===== src/rtl/uart_pkg.sv =====
// Shared UART definitions: data width, default receive FIFO depth and capture FSM encoding.
package uart_pkg;

   localparam int unsigned DATA_W        = 8;
   localparam int unsigned DEFAULT_DEPTH = 16;

   typedef enum logic [1:0] {
      StIdle = 2'd0,
      StAck  = 2'd1,
      StWait = 2'd2
   } cap_state_e;

endpackage


===== src/rtl/uart_rx_fifo_if.sv =====
// Signal bundle between the uart receiver, the rx FIFO and its host.
interface uart_rx_fifo_if #(
   parameter int unsigned DEPTH  = uart_pkg::DEFAULT_DEPTH,
   parameter int unsigned DATA_W = uart_pkg::DATA_W
);

   localparam int unsigned CNT_W = $clog2(DEPTH) + 1;

   logic [DATA_W-1:0] uart_dout;
   logic              uart_rd_rdy;
   logic              uart_rd_en;
   logic              rd_en;
   logic [DATA_W-1:0] dout;
   logic              empty;
   logic              full;
   logic [CNT_W-1:0]  count;
   logic              overflow;
   logic              clr_ovf;

   // Driven by the uart model / host side.
   modport master (
      output uart_dout, uart_rd_rdy, rd_en, clr_ovf,
      input  uart_rd_en, dout, empty, full, count, overflow
   );

   // The FIFO itself.
   modport slave (
      input  uart_dout, uart_rd_rdy, rd_en, clr_ovf,
      output uart_rd_en, dout, empty, full, count, overflow
   );

endinterface


===== src/rtl/fifo_ram.sv =====
// DEPTH x DATA_W storage: synchronous write, asynchronous read, contents never reset.
module fifo_ram #(
   parameter int unsigned DEPTH  = uart_pkg::DEFAULT_DEPTH,
   parameter int unsigned DATA_W = uart_pkg::DATA_W
) (
   input  logic                     clk,
   input  logic                     we,
   input  logic [$clog2(DEPTH)-1:0] waddr,
   input  logic [DATA_W-1:0]        wdata,
   input  logic [$clog2(DEPTH)-1:0] raddr,
   output logic [DATA_W-1:0]        rdata
);

   logic [DATA_W-1:0] mem [DEPTH];

   always_ff @(posedge clk) begin
      if (we) begin
         mem[waddr] <= wdata;
      end
   end

   assign rdata = mem[raddr];

endmodule


===== src/rtl/uart_rx_fifo.sv =====
// Receive FIFO behind a uart: captures each pending byte, pops the uart once, buffers for the host.
module uart_rx_fifo #(
   parameter int unsigned DEPTH  = uart_pkg::DEFAULT_DEPTH,
   parameter int unsigned DATA_W = uart_pkg::DATA_W
) (
   input logic           clk,
   input logic           rst,
   uart_rx_fifo_if.slave bus
);

   localparam int unsigned AW    = $clog2(DEPTH);
   localparam int unsigned CNT_W = AW + 1;
   localparam logic [CNT_W-1:0] FULL_CNT = CNT_W'(DEPTH);

   uart_pkg::cap_state_e state_q, state_d;

   logic [AW-1:0]     wr_ptr_q, rd_ptr_q;
   logic [CNT_W-1:0]  count_q, count_d;
   logic              ovf_q, ovf_d;
   logic              is_empty, is_full;
   logic              wr, drop, pop;
   logic [DATA_W-1:0] ram_rdata;

   // Flags come from registered occupancy only.
   assign is_empty = (count_q == '0);
   assign is_full  = (count_q == FULL_CNT);

   always_comb begin
      state_d = state_q;
      wr      = 1'b0;
      drop    = 1'b0;
      unique case (state_q)
         uart_pkg::StIdle: begin
            if (bus.uart_rd_rdy) begin
               wr      = ~is_full;
               drop    = is_full;
               state_d = uart_pkg::StAck;
            end
         end
         uart_pkg::StAck: begin
            state_d = uart_pkg::StWait;
         end
         uart_pkg::StWait: begin
            // The uart keeps rd_rdy high until it has retired the popped byte.
            if (!bus.uart_rd_rdy) begin
               state_d = uart_pkg::StIdle;
            end
         end
         default: begin
            state_d = uart_pkg::StIdle;
         end
      endcase
   end

   // Pop is judged on start-of-cycle occupancy, so a write into an empty FIFO cannot be popped.
   assign pop     = bus.rd_en & ~is_empty;
   assign count_d = count_q + CNT_W'(wr) - CNT_W'(pop);
   assign ovf_d   = drop | (ovf_q & ~bus.clr_ovf);

   always_ff @(posedge clk) begin
      if (rst) begin
         state_q  <= uart_pkg::StIdle;
         wr_ptr_q <= '0;
         rd_ptr_q <= '0;
         count_q  <= '0;
         ovf_q    <= 1'b0;
      end else begin
         state_q <= state_d;
         count_q <= count_d;
         ovf_q   <= ovf_d;
         if (wr) begin
            wr_ptr_q <= wr_ptr_q + AW'(1);
         end
         if (pop) begin
            rd_ptr_q <= rd_ptr_q + AW'(1);
         end
      end
   end

   fifo_ram #(
      .DEPTH  (DEPTH),
      .DATA_W (DATA_W)
   ) u_ram (
      .clk   (clk),
      .we    (wr & ~rst),
      .waddr (wr_ptr_q),
      .wdata (bus.uart_dout),
      .raddr (rd_ptr_q),
      .rdata (ram_rdata)
   );

   // Gated by rst so a reset landing in ACK never pops the uart.
   assign bus.uart_rd_en = (state_q == uart_pkg::StAck) & ~rst;
   assign bus.dout       = is_empty ? '0 : ram_rdata;
   assign bus.empty      = is_empty;
   assign bus.full       = is_full;
   assign bus.count      = count_q;
   assign bus.overflow   = ovf_q;

endmodule


===== src/flat_wrapper.sv =====
// flat-port wrapper written by rule: the top's interface ports become plain ports
module uart_rx_fifo_flat 
#(
   parameter int unsigned DEPTH  = uart_pkg::DEFAULT_DEPTH,
   parameter int unsigned DATA_W = uart_pkg::DATA_W
)
  (clk, rst, bus_uart_dout, bus_uart_rd_rdy, bus_rd_en, bus_clr_ovf, bus_uart_rd_en, bus_dout, bus_empty, bus_full, bus_count, bus_overflow);
  uart_rx_fifo_if #(.DEPTH(DEPTH), .DATA_W(DATA_W)) bus_i ();
  input logic clk;
  input logic rst;
  input wire logic [$bits(bus_i.uart_dout)-1:0] bus_uart_dout;
  input wire logic [$bits(bus_i.uart_rd_rdy)-1:0] bus_uart_rd_rdy;
  input wire logic [$bits(bus_i.rd_en)-1:0] bus_rd_en;
  input wire logic [$bits(bus_i.clr_ovf)-1:0] bus_clr_ovf;
  output wire logic [$bits(bus_i.uart_rd_en)-1:0] bus_uart_rd_en;
  output wire logic [$bits(bus_i.dout)-1:0] bus_dout;
  output wire logic [$bits(bus_i.empty)-1:0] bus_empty;
  output wire logic [$bits(bus_i.full)-1:0] bus_full;
  output wire logic [$bits(bus_i.count)-1:0] bus_count;
  output wire logic [$bits(bus_i.overflow)-1:0] bus_overflow;
  assign bus_i.uart_dout = bus_uart_dout;
  assign bus_i.uart_rd_rdy = bus_uart_rd_rdy;
  assign bus_i.rd_en = bus_rd_en;
  assign bus_i.clr_ovf = bus_clr_ovf;
  assign bus_uart_rd_en = bus_i.uart_rd_en;
  assign bus_dout = bus_i.dout;
  assign bus_empty = bus_i.empty;
  assign bus_full = bus_i.full;
  assign bus_count = bus_i.count;
  assign bus_overflow = bus_i.overflow;
  uart_rx_fifo #(.DEPTH(DEPTH), .DATA_W(DATA_W)) u_core (.clk(clk), .rst(rst), .bus(bus_i));
endmodule

===== config.mk =====
export PLATFORM = sky130hd
export DESIGN_NAME = uart_rx_fifo_flat
export DESIGN_NICKNAME = d
export VERILOG_FILES = /design/src/rtl/uart_pkg.sv /design/src/rtl/uart_rx_fifo_if.sv /design/src/rtl/fifo_ram.sv /design/src/rtl/uart_rx_fifo.sv /design/src/flat_wrapper.sv
export SDC_FILE = /design/constraint.sdc
export NUM_CORES = 1
export LEC_CHECK = 0
export BUFFER_PORTS_ARGS = -buffer_cell sky130_fd_sc_hd__buf_2
export CORE_ASPECT_RATIO = 0.8
export CORE_MARGIN = 3
export CORE_UTILIZATION = 25
export DETAILED_ROUTE_END_ITERATION = 16
export SETUP_SLACK_MARGIN = 0.15
export SKIP_CTS_REPAIR_TIMING = 1
export SLEW_MARGIN = 40
export SYNTH_ARGS = -nofsm -noshare
export SYNTH_HDL_FRONTEND = slang
export SYNTH_SLANG_ARGS = --single-unit

===== constraint.sdc =====
create_clock -name clk -period 3.3 [get_ports clk]
set_input_delay 0.66 -clock clk [delete_from_list [all_inputs] [get_ports clk]]
set_output_delay 0.66 -clock clk [all_outputs]
set_load 0.02 [all_outputs]

**Word level (Yosys, flattened, before mapping)**

Memories as Yosys holds them, arrays and structs flattened. A register that Yosys moved wholly into a read port is not among the register bits.
Index checks and enable logic that the tools add are counted.
W data, S select, Z words.

- Bits in registers: 16
- Bits in writable memories: 128
- Bits of input ports: 13
- Output and inout bits: 17
- Word-level logic and storage cells: 39
- Memories: 1

- $add $sub $neg: 4
- Equal/unequal tests: 5
- Muxes and demuxes: 12
- Bitwise gates (word level): 9
- Reduce and logical (&&, ||, !) cells: 3

Memories:

| memory | depth | width | rd ports | clocked after Yosys merged registers in | wr ports | line | text |
|---|---|---|---|---|---|---|---|
| u_core.u_ram.mem | 16 | 8 | 1 | 1 | 1 | fifo_ram.sv:14 | `logic [DATA_W-1:0] mem [DEPTH];` |

Operator list:

| kind | count |
|---|---|
| $add A4 B1 Y4 const B | 2 |
| $mux W4 | 2 |
| $mux W8 | 1 |
| $mux W1 | 6 |
| $pmux W2 S3 | 1 |
| $add A5 B1 Y5 | 1 |
| $eq A5 B5 Y1 const B | 1 |
| $logic_not A5 Y1 | 1 |
| $sub A5 B1 Y5 | 1 |
| $and A1 B1 Y1 | 4 |
| $mux W2 | 2 |
| $ne A2 B2 Y1 const B | 2 |
| $not A1 Y1 | 4 |
| $eq A2 B1 Y1 const B | 1 |
| $eq A2 B2 Y1 const B | 1 |
| $logic_not A2 Y1 | 1 |
| $reduce_and A2 Y1 | 1 |
| $or A1 B1 Y1 | 1 |

**Depth between registers and ports, before layout**

Gate-level depths: netlist (run 1).

- Word-level depth: 7
- Mapped depth: 13

**Cells and area by module**

A second synthesis (run 1) with hierarchy kept.

- Cells, all modules: 323
- Area, all modules: 5895.7 sq um

By module, submodules not included:

| module | times used | cells an instance | area an instance (sq um) | sequential area each (sq um) |
|---|---|---|---|---|
| fifo_ram | 1 | 221 | 4987.3 | 3843.7 |
| uart_rx_fifo | 1 | 102 | 908.4 | 320.3 |

**Worst setup path before layout (run 1)**

No wires, ideal clock.

- Path kind: register -> register
- Start: reg u_core.count_q[3], in the netlist u_core.bus.count[3]
- End: reg u_core.count_q[4], in the netlist u_core.bus.count[4]
- Setup time: 0.071 ns
- Arrival: 2.886 ns
- Data required time: 3.229 ns
- Slack: 0.343 ns
- Cell stages (with the launch flop): 14
- Clock period less this slack: 2.957 ns
- Path through: dfxtp_1 inv_1 ha_1 or4b_1 and2_1 clkbuf_1 ha_1 inv_1 ha_1 fa_1 a21oi_1 nor2_1 or3_1 a21oi_1

- Elaborated cells on any way between the ends: 9
- Those cells by class: 2 x add/sub; 1 x eq/ne; 2 x mux; 3 x bitwise; 1 x reduce/logical

RTL lines:

| element | line | text |
|---|---|---|
| start: declaration | uart_rx_fifo.sv:18 | `logic [CNT_W-1:0] count_q, count_d;` |
| start signal: assignment | uart_rx_fifo.sv:69 | `count_q <= count_d;` |
| $logic_not A5 Y1 | uart_rx_fifo.sv:25 | `assign is_empty = (count_q == '0);` |
| $not A1 Y1 | uart_rx_fifo.sv:56 | `assign pop = bus.rd_en & ~is_empty;` |
| $and A1 B1 Y1 | uart_rx_fifo.sv:56 |  |
| named net u_core.pop | uart_rx_fifo.sv:21 | `logic wr, drop, pop;` |
| $sub A5 B1 Y5 | uart_rx_fifo.sv:57 | `assign count_d = count_q + CNT_W'(wr) - CNT_W'(pop);` |

The timed path passes the listed nets, and every way through them passes these cells.
A chain may end at the register's enable or synchronous reset.

==> results of run 1 <==
==> report_power, final <==
group	leakage, nW	switching (mW)	internal, mW
logic	0.789	0.633	0.507
clock network	0.301	0.831	1.15
registers	1.32	0.0470	2.10
total	2.41	1.51	3.75
==> layer usage <==
layer  vias to the layer above  part of all wire
met1                      1519              0.48
li1                       1386                 -
met2                        79              0.45
met4                         0            0.0068
met3                         8             0.059
met5                         -                 0
==> cell usage after synthesis, types with 6 or more instances <==
cell type | count | area [µm²]
a21oi_1 | 14 | 70.1
clkbuf_1 | 9 | 33.8
dfxtp_1 | 20 | 400
edfxtp_1 | 128 | 3840
ha_1 | 11 | 138
inv_1 | 10 | 37.5
mux2_2 | 8 | 90.1
mux2i_1 | 9 | 90.1
mux4_1 | 13 | 342
mux4_2 | 19 | 428
nand2_1 | 6 | 22.5
nor2_1 | 27 | 101
xnor2_1 | 6 | 52.6
==> kinds of logic (layout without fill, tap and decap cells) <==
| logic type | after synthesis | count (layout) |
|---|---|---|
| adders and majority gates | 12 | 12 |
| muxes | 49 | 49 |
| and+or+nand+nor | 56 | 56 |
| buffers and inverters | 29 | 93 |
| DFF | 148 | 148 |
| xor gates and xnor gates | 9 | 9 |
| AOI/OAI and AO/OA | 25 | 25 |
==> cell type report <==
cell class | count | area, µm²
flip-flops and latches | 148 | 4240
clock buffers | 17 | 425
multi-input cells | 151 | 1590
clock inverters | 15 | 186
well taps | 312 | 390
fillers | 2278 | 16300
repair buffers | 51 | 323
inverters | 10 | 37.5
==> metrics by stage <==
| step | area (µm²) | worst slack [ns] | std cells |
|---|---|---|---|
| after detailed placement | 6590 | 0.352 | 672 |
| after floorplan | 5990 | 0.343 | 328 |
| after global routing | 7200 | 0.156 | 704 |
| after global placement | 6590 | 0.436 | 672 |
| final | 7200 | 0.268 | 704 |
| after CTS | 7200 | 0.222 | 704 |
==> critical path, delay by kind of cell (launching register included) <==
family | cells | cell delay [ns]
compound gates | 2 | 0.29
mux | 2 | 0.85
flops | 1 | 0.36
buf+inv | 2 | 0.44
==> sequential cells by signal, indices dropped and copies added, names as in the netlist, named ones only <==
name                 cells
u_core.rd_ptr_q          4
u_core.u_ram.mem       128
u_core.state_q           2
u_core.bus.overflow      1
u_core.wr_ptr_q          4
u_core.bus.count         5
==> how the worst max path moves through the flow <==
stage | to | cells past startpoint | slack, ns
global route | bus_dout[0] | 6 | 0.16
CTS | bus_dout[0] | 6 | 0.22
floorplan | u_core.bus.count[4] | 13 | 0.34
finish | bus_dout[0] | 6 | 0.27
detailed placement | u_core.bus.count[4] | 12 | 0.35
global placement | u_core.bus.count[4] | 12 | 0.44
==> run_results.csv, run 1 <==
group,metric,value,unit
timing,worst_pin_slew,0.472,ns
yosys,synthXorXnorAreaFrac,0.0132,
timing,timing.fmax,330,MHz
die,io_pins,30,
die,fp-row-count,50,
global_route,grtUsageTotal,0.0943,
timing,slew_headroom,0.685,
critical_path,cp.arrival,2.37,ns
critical_path,r2r_cells,12,
layout,final_common_cell,"edfxtp_1",
yosys,syn_avg_cell_area,18.3,µm²
timing,fin_crit,3.03,ns
worst_hold_path,hold_depth,2,
timing,fin_tns_setup,0,ns
yosys,async_flop_share,0,
detailed_routing,drtAntennaViolNets,0,
worst_hold_path,hp-class,"reg -> reg",
yosys,synth_top_family_by_area,"multiplexers",
timing,slew_violations,0,
critical_path,reg2reg_from,"u_core.bus.count[2]",
global_route,grt_pass1_wl,17.9,mm
yosys,synth_compound_area_frac,0.0219,
yosys,syn_area,0.00599,mm²
clock_network,clk_pin_slew,0.06,ns
critical_path,crit_slowest_cell,"mux4_1",
layout,diodes,0,
timing,finalCritPeriodShare,0.919,
worst_hold_path,holdPathEnd,"u_core.state_q[1]",
critical_path,crit_required,2.64,ns
power_and_ir_drop,ir_drop,0.000498,V
global_route,antenna_found_initial,0,
layout,final_util,0.307,
critical_path,cp_max_fo,32,
yosys,ys_warn_count,0,
placed_design,port_buffers,29,
die,die_area,0.0259,mm²
clock_network,cts-htree-levels,4,
critical_path,crit_path_start_kind,"flip-flop",
power_and_ir_drop,total_power,5.27,mW
yosys,netlist_instances,328,
detailed_routing,route.detailed.drc,0,
die,die_y,144,µm
yosys,syn_nets,353,
critical_path,cp-end-kind,"primary output",
layout,syn_to_final_growth,20.1,%
yosys,yosys.area_share.simple,0.0457,
yosys,synth_seq_cells,148,
die,core_area,0.0235,mm²
global_route,grt_busiest_layer,"met2",
critical_path,rrSetupSlack,0.33,ns
critical_path,r2r-end,"u_core.bus.count[4]",
status,status,"finished, final reports clean",
yosys,synth_seq_area_share,0.708,
layout,drive_gt1_frac,0.283,
detailed_routing,viasPerCell,4.25,
yosys,synth_edf_count,128,
clock_network,cts_root_buf,"clkbuf_16",
power_and_ir_drop,leakage,2.41,nW
global_route,use_met1,0.129,
layout,layout.nets,404,
global_route,gr-usage-met2,0.143,
placed_design,hpwl,7.31,mm
critical_path,slowest_delay,0.58,ns
critical_path,path_class,"reg -> out",
die,floorplan.initialDensity,0.255,
clock_network,cts_tree,"done",
detailed_routing,wl,11.4,mm
power_and_ir_drop,p_per_area,732,mW/mm²
global_route,grt_max_degree,33,
detailed_routing,wl_per_cell,16.2,µm
critical_path,cp_cell_sequence,"buf_12 > mux4_1 > mux2_2 > o21ai_0 > a21oi_1 > buf_2",
detailed_routing,initialDrtViolationCount,252,
timing,skew,0.0152,ns
global_route,overflow,0,
clock_network,clkSinkCount,148,
detailed_routing,num_vias,2992,
detailed_routing,dr.pass1.iters,4,
die,die_x,179,µm
timing,setup_viol,0,
global_route,grt_util_met3,0.0304,
clock_network,clock_latency,0.43,ns
timing,rsz0062_at_grt,"no",
timing,whs,0.509,ns
timing,finalHoldViolCount,0,
yosys,synthFlopType,"edfxtp_1",
global_route,grt_pass1_vias,3148,
yosys,synthMuxAreaShare,0.158,
worst_hold_path,worstHoldStart,"u_core.state_q[1]",
yosys,synthAdderAreaFrac,0.0263,
placed_design,gp_congestion,0.771,
yosys,synth_cell_types,36,
layout,final_cell_mix,"edfxtp_1, buf_2, nor2_1",
clock_network,cts_buffers,17,
flow_run,cap_violations,0,
clock_network,clk_path_buf_depth,2,
(Power assumes the default switching activity.)
==> run 2, diff against run 1 <==
--- a/config.mk
+++ b/config.mk
@@ -10,7 +10,7 @@
 export CORE_MARGIN = 3
 export CORE_UTILIZATION = 25
 export DETAILED_ROUTE_END_ITERATION = 16
-export SETUP_SLACK_MARGIN = 0.15
+export SETUP_SLACK_MARGIN = 0.4
 export SKIP_CTS_REPAIR_TIMING = 1
 export SLEW_MARGIN = 40
 export SYNTH_ARGS = -nofsm -noshare
==> run_results.csv, run 2 (synthesis gave the netlist of run 1 again) <==
group,metric,value,unit
flow_run,cap_violations,0,
power_and_ir_drop,p_int,3.79,mW
die,core_area,0.0235,mm²
status,status,"finished, final reports clean",
power_and_ir_drop,p_per_area,732,mW/mm²
layout,syn_to_final_growth,22.3,%
timing,timing.fmax,350,MHz
global_route,grtUsageTotal,0.0939,
layout,final_cell_mix,"edfxtp_1, mux4_2, nor2_1",
worst_hold_path,hp-class,"reg -> reg",
power_and_ir_drop,ir_drop,0.000562,V
die,fp-row-count,50,
critical_path,cp_max_fo,8,
placed_design,hpwl,7.34,mm
detailed_routing,num_vias,3028,
die,die_area,0.0259,mm²
clock_network,clock_latency,0.41,ns
timing,rsz0062_at_grt,"yes",
detailed_routing,dr.pass1.iters,4,
global_route,grt_pass1_wl,17.6,mm
die,die_x,179,µm
critical_path,crit_end,"bus_dout[5]",
critical_path,cp.arrival,2.19,ns
critical_path,crit_slowest_cell,"mux4_1",
global_route,grt_max_degree,33,
global_route,antenna_found_initial,0,
layout,layout.nets,409,
detailed_routing,viasPerCell,4.27,
die,floorplan.initialDensity,0.255,
timing,finalHoldViolCount,0,
timing,finalCritPeriodShare,0.865,
timing,worst_pin_slew,0.996,ns
layout,registers.top_by_ff_count,"u_core.u_ram.mem",
critical_path,rrSetupSlack,0.52,ns
power_and_ir_drop,total_power,5.36,mW
critical_path,crit_required,2.64,ns
layout,diodes,0,
timing,fin_tns_setup,0,ns
timing,slew_headroom,0.335,
clock_network,cts_tree,"done",
timing,fin_crit,2.85,ns
clock_network,clk_pin_slew,0.06,ns
clock_network,clk_path_buf_depth,2,
timing,slew_violations,0,
power_and_ir_drop,leakage,2.41,nW
placed_design,port_buffers,29,
clock_network,cts_root_buf,"clkbuf_16",
critical_path,reg2reg_from,"u_core.bus.count[2]",
timing,skew,0.0107,ns
power_and_ir_drop,switching_share,0.294,
power_and_ir_drop,clockPowerShare,0.329,
clock_network,clkSinkCount,148,
critical_path,cp_cell_sequence,"clkbuf_16 > mux4_1 > mux2_4 > o21ai_2 > a21oi_1 > buf_4",
global_route,overflow,0,
critical_path,crit_path_start_kind,"flip-flop",
layout,final_common_cell,"edfxtp_1",
critical_path,r2r-end,"u_core.bus.count[4]",
die,die_y,144,µm
power_and_ir_drop,switching_power,1.58,mW
power_and_ir_drop,power_frac_seq,0.404,
detailed_routing,drtAntennaViolNets,0,
critical_path,slowest_delay,0.55,ns
placed_design,gp_congestion,0.735,
clock_network,cts_buffers,17,
timing,setup_viol,0,
detailed_routing,wl_per_cell,16.7,µm
critical_path,path_class,"reg -> out",
critical_path,r2r_cells,12,
power_and_ir_drop,combPwrFrac,0.267,
layout,largest_reg_flops,128,
detailed_routing,wl,11.9,mm
global_route,grt_pass1_vias,3064,
critical_path,cp-end-kind,"primary output",
detailed_routing,route.detailed.drc,0,
die,io_pins,30,
detailed_routing,initialDrtViolationCount,192,
clock_network,cts-htree-levels,4,
layout,drive_gt1_frac,0.378,
## run 2: worst min-delay path by stage
stage | from | to | slack [ns] | depth (start not counted)
2_1_floorplan | u_core.state_q[1] | u_core.state_q[1] | 0.46 | 2
3_3_place_gp | u_core.state_q[1] | u_core.state_q[1] | 0.47 | 2
3_5_place_dp | u_core.state_q[1] | u_core.state_q[1] | 0.49 | 2
4_1_cts | u_core.state_q[1] | u_core.state_q[1] | 0.50 | 2
5_1_grt | bus_uart_rd_rdy | u_core.state_q[1] | 0.54 | 3
6_report | u_core.state_q[1] | u_core.state_q[1] | 0.50 | 2
## run 2: final cells by class
| type | instances | area [µm²] |
|---|---|---|
| fillers | 2268 | 16100 |
| flip-flops and latches | 148 | 4250 |
| multi-input cells | 151 | 1660 |
| repair buffers | 56 | 450 |
| clock buffers | 18 | 429 |
| well taps | 312 | 390 |
| clock inverters | 14 | 114 |
| inverters | 10 | 37.5 |
## run 2: critical path, delay by kind of cell, from the launching register on
kind            cells  cell delay, ns
buf+inv             2            0.39
mux                 2            0.83
flops               1            0.39
compound gates      2            0.17
## run 2: metrics by stage
stage | std cells | hold WS, ns | setup WS [ns] | instance area [µm²] | util
finish | 709 | 0.496 | 0.446 | 7330 | 0.312
global route | 709 | 0.545 | 0.347 | 7330 | 0.312
CTS | 703 | 0.499 | 0.176 | 7140 | 0.304
detailed placement | 671 | 0.489 | 0.412 | 6600 | 0.281
global placement | 671 | 0.474 | 0.508 | 6600 | 0.281
floorplan | 328 | 0.465 | 0.438 | 6000 | -
## run 2: metal layers
metal / global-route usage / share of wire / vias to the layer above
li1: - / - / 1388
met1: 0.124 / 0.46 / 1554
met2: 0.148 / 0.46 / 80
met3: 0.0339 / 0.071 / 6
met4: 0.0244 / 0.0048 / 0
met5: 0 / 0 / -
## run 2: power groups by stage
stage	Sequential (mW)	Combinational (mW)	Clock [mW]
after CTS	2.15	1.18	1.80
after global placement	2.19	1.15	0
after detailed placement	2.19	1.18	0
final	2.17	1.43	1.76
after floorplan	2.21	0.827	0
after global routing	2.17	1.56	1.89
==> run 3, diff against run 2 <==
--- a/config.mk
+++ b/config.mk
@@ -6,13 +6,14 @@
 export NUM_CORES = 1
 export LEC_CHECK = 0
 export BUFFER_PORTS_ARGS = -buffer_cell sky130_fd_sc_hd__buf_2
-export CORE_ASPECT_RATIO = 0.8
 export CORE_MARGIN = 3
 export CORE_UTILIZATION = 25
 export DETAILED_ROUTE_END_ITERATION = 16
+export PLACE_DENSITY = 0.43
 export SETUP_SLACK_MARGIN = 0.4
 export SKIP_CTS_REPAIR_TIMING = 1
 export SLEW_MARGIN = 40
 export SYNTH_ARGS = -nofsm -noshare
 export SYNTH_HDL_FRONTEND = slang
+export SYNTH_HIERARCHICAL = 1
 export SYNTH_SLANG_ARGS = --single-unit
==> run_results.csv, run 3 <==
group,metric,value,unit
clock_network,clk_path_buf_depth,2,
placed_design,hpwl,8.41,mm
critical_path,path_class,"reg -> out",
placed_design,port_buffers,29,
clock_network,clkSinkCount,144,
yosys,synth_cell_types,41,
critical_path,cp-end-kind,"primary output",
timing,slew_violations,0,
timing,slew_headroom,0.632,
power_and_ir_drop,switching_power,1.47,mW
power_and_ir_drop,switching_share,0.286,
layout,syn_to_final_growth,23.7,%
detailed_routing,num_vias,3173,
timing,skew,0.00938,ns
yosys,synth_seq_area_share,0.706,
placed_design,gp_congestion,0.703,
layout,layout.nets,413,
status,status,"finished, final reports clean",
global_route,grt_util_met3,0.0310,
yosys,netlist_instances,323,
clock_network,cts-htree-levels,4,
power_and_ir_drop,combPwrFrac,0.224,
die,die_x,160,µm
die,die_y,160,µm
global_route,grt_max_degree,28,
detailed_routing,wl_per_cell,18.2,µm
critical_path,cp.arrival,2.24,ns
die,die_area,0.0255,mm²
yosys,syn_nets,345,
global_route,use_met1,0.144,
yosys,synth_top_area_frac,0.652,
yosys,synth_seq_cells,144,
global_route,overflow,0,
yosys,synth_edf_count,128,
timing,rsz0062_at_grt,"yes",
global_route,antenna_found_initial,0,
yosys,syn_avg_cell_area,18.3,µm²
timing,finalHoldViolCount,0,
critical_path,cp_cell_sequence,"clkbuf_16 > buf_4 > mux4_2 > a22oi_1 > nand2_1 > nor2b_1 > buf_2",
yosys,syn_area,0.00590,mm²
layout,final_cell_mix,"edfxtp_1, buf_4, buf_2",
yosys,synth_area_leader_cell,"edfxtp_1",
critical_path,crit_path_start_kind,"flip-flop",
detailed_routing,wl,13.1,mm
global_route,grtUsageTotal,0.105,
power_and_ir_drop,p_per_area,702,mW/mm²
clock_network,cts_tree,"done",
global_route,grt_pass1_vias,3170,
global_route,grt_pass1_wl,19.8,mm
yosys,synth_area_leaders,"edfxtp_1, mux4_2, mux4_1, dfxtp_1, a22oi_1",
timing,finalCritPeriodShare,0.878,
yosys,ys_warn_count,6,
clock_network,cts_root_buf,"clkbuf_16",
power_and_ir_drop,clockPowerShare,0.366,
detailed_routing,dr.pass1.iters,4,
power_and_ir_drop,power_frac_seq,0.410,
global_route,gr-usage-met2,0.158,
detailed_routing,drtAntennaViolNets,0,
power_and_ir_drop,ir_drop,0.000359,V
timing,fin_tns_setup,0,ns
critical_path,slowest_delay,0.50,ns
layout,final_util,0.318,
clock_network,clock_latency,0.43,ns
detailed_routing,initialDrtViolationCount,207,
timing,whs,0.497,ns
power_and_ir_drop,p_int,3.65,mW
timing,timing.fmax,345,MHz
critical_path,crit_required,2.64,ns
die,fp-row-count,55,
yosys,async_flop_share,0,
clock_network,clk_pin_slew,0.06,ns
timing,setup_viol,0,
detailed_routing,viasPerCell,4.43,
yosys,synth_common_cells,"edfxtp_1, nor2_1, mux4_2, a22oi_1, dfxtp_1",
worst_hold_path,hp-class,"reg -> reg",
critical_path,crit_slowest_cell,"mux4_2",
yosys,yosysMostFrequentCell,"edfxtp_1",
flow_run,cap_violations,0,
die,floorplan.initialDensity,0.257,
layout,diodes,0,
critical_path,cp_max_fo,13,
layout,drive_gt1_frac,0.337,
clock_network,cts_buffers,17,
die,io_pins,30,
global_route,grt_busiest_layer,"met2",
die,core_area,0.0229,mm²
detailed_routing,route.detailed.drc,0,
power_and_ir_drop,leakage,2.44,nW
layout,largest_reg_flops,128,
layout,final_common_cell,"edfxtp_1",
layout,registers.top_by_ff_count,"u_core/u_ram/mem",
timing,fin_crit,2.90,ns
yosys,synthFlopType,"edfxtp_1",
timing,worst_pin_slew,0.552,ns
==> run 3: cell count changes in the layout (fill, tap and decap cells not counted), sizes merged, moves of 6 or more <==
cell,previous run,this run
nor2,27,19
mux2i,9,0
nor2b,3,12
mux2,8,2
a22oi,0,16
o21ai,10,4
buf,54,62
==> run 3: logic make-up (layout without fill, tap and decap cells) <==
family,after synthesis,after routing,synth area share
simple gates,73,73,0.0694
compound gates,38,38,0.0429
fa+ha+maj,9,9,0.0204
mux,34,34,0.135
flops,144,144,0.706
xor+xnor,2,2,0.00297
buf+inv,23,104,0.0231
==> run 3: worst paths after layout <==
| path | startpoint | to | slack [ns] | depth (start not counted) |
|---|---|---|---|---|
| worst min-delay path | u_core/bus.overflow | u_core/bus.overflow | 0.50 | 1 |
| worst min register to register | u_core/bus.overflow | u_core/bus.overflow | 0.50 | 1 |
| worst max-delay path | u_core/rd_ptr_q[0] | bus_dout[3] | 0.40 | 7 |
| worst max register to register | u_core/bus.count[2] | u_core/bus.count[4] | 0.61 | 11 |
==> run 3: layout make-up <==
cell class	instances	area, µm²
Timing Repair Buffer	64	474
Fill cell	2240	15600
Clock buffer	17	425
Clock inverter	15	146
Multi-Input combinational cell	156	1650
Inverter	8	30.0
Sequential cell	144	4170
Tap cell	313	392
==> run 3: power groups by stage <==
stage / Combinational (mW) / Clock [mW] / Sequential [mW]
3_5_place_dp: 1.04 / 0 / 2.13
4_1_cts: 1.05 / 1.93 / 2.09
3_3_place_gp: 1.04 / 0 / 2.13
5_1_grt: 1.26 / 2.01 / 2.11
6_report: 1.15 / 1.87 / 2.10
2_1_floorplan: 0.708 / 0 / 2.15
==> run 3: critical path, delay by kind of cell (launching register included) <==
kind | cells | cell delay (ns)
compound gates | 1 | 0.15
simple gates | 2 | 0.22
flops | 1 | 0.43
mux | 1 | 0.50
buf+inv | 3 | 0.51
==> run 3: per-stage QoR <==
| stage | power, mW | instances | worst slack, ns | area (µm²) |
|---|---|---|---|---|
| 2_1_floorplan | 2.86 | 323 | 0.367 | 5910 |
| 3_3_place_gp | 3.17 | 679 | 0.303 | 6570 |
| 3_5_place_dp | 3.18 | 679 | 0.218 | 6570 |
| 4_1_cts | 5.07 | 711 | 0.167 | 7140 |
| 5_1_grt | 5.38 | 717 | 0.307 | 7290 |
| 6_report | 5.12 | 717 | 0.404 | 7290 |
==> run 3: metal layers <==
metal / wire length [µm] / vias up
met2: 6240 / 59
met3: 404 / 10
met4: 125 / 0
met1: 6300 / 1656
met5: 0 / -
li1: - / 1448
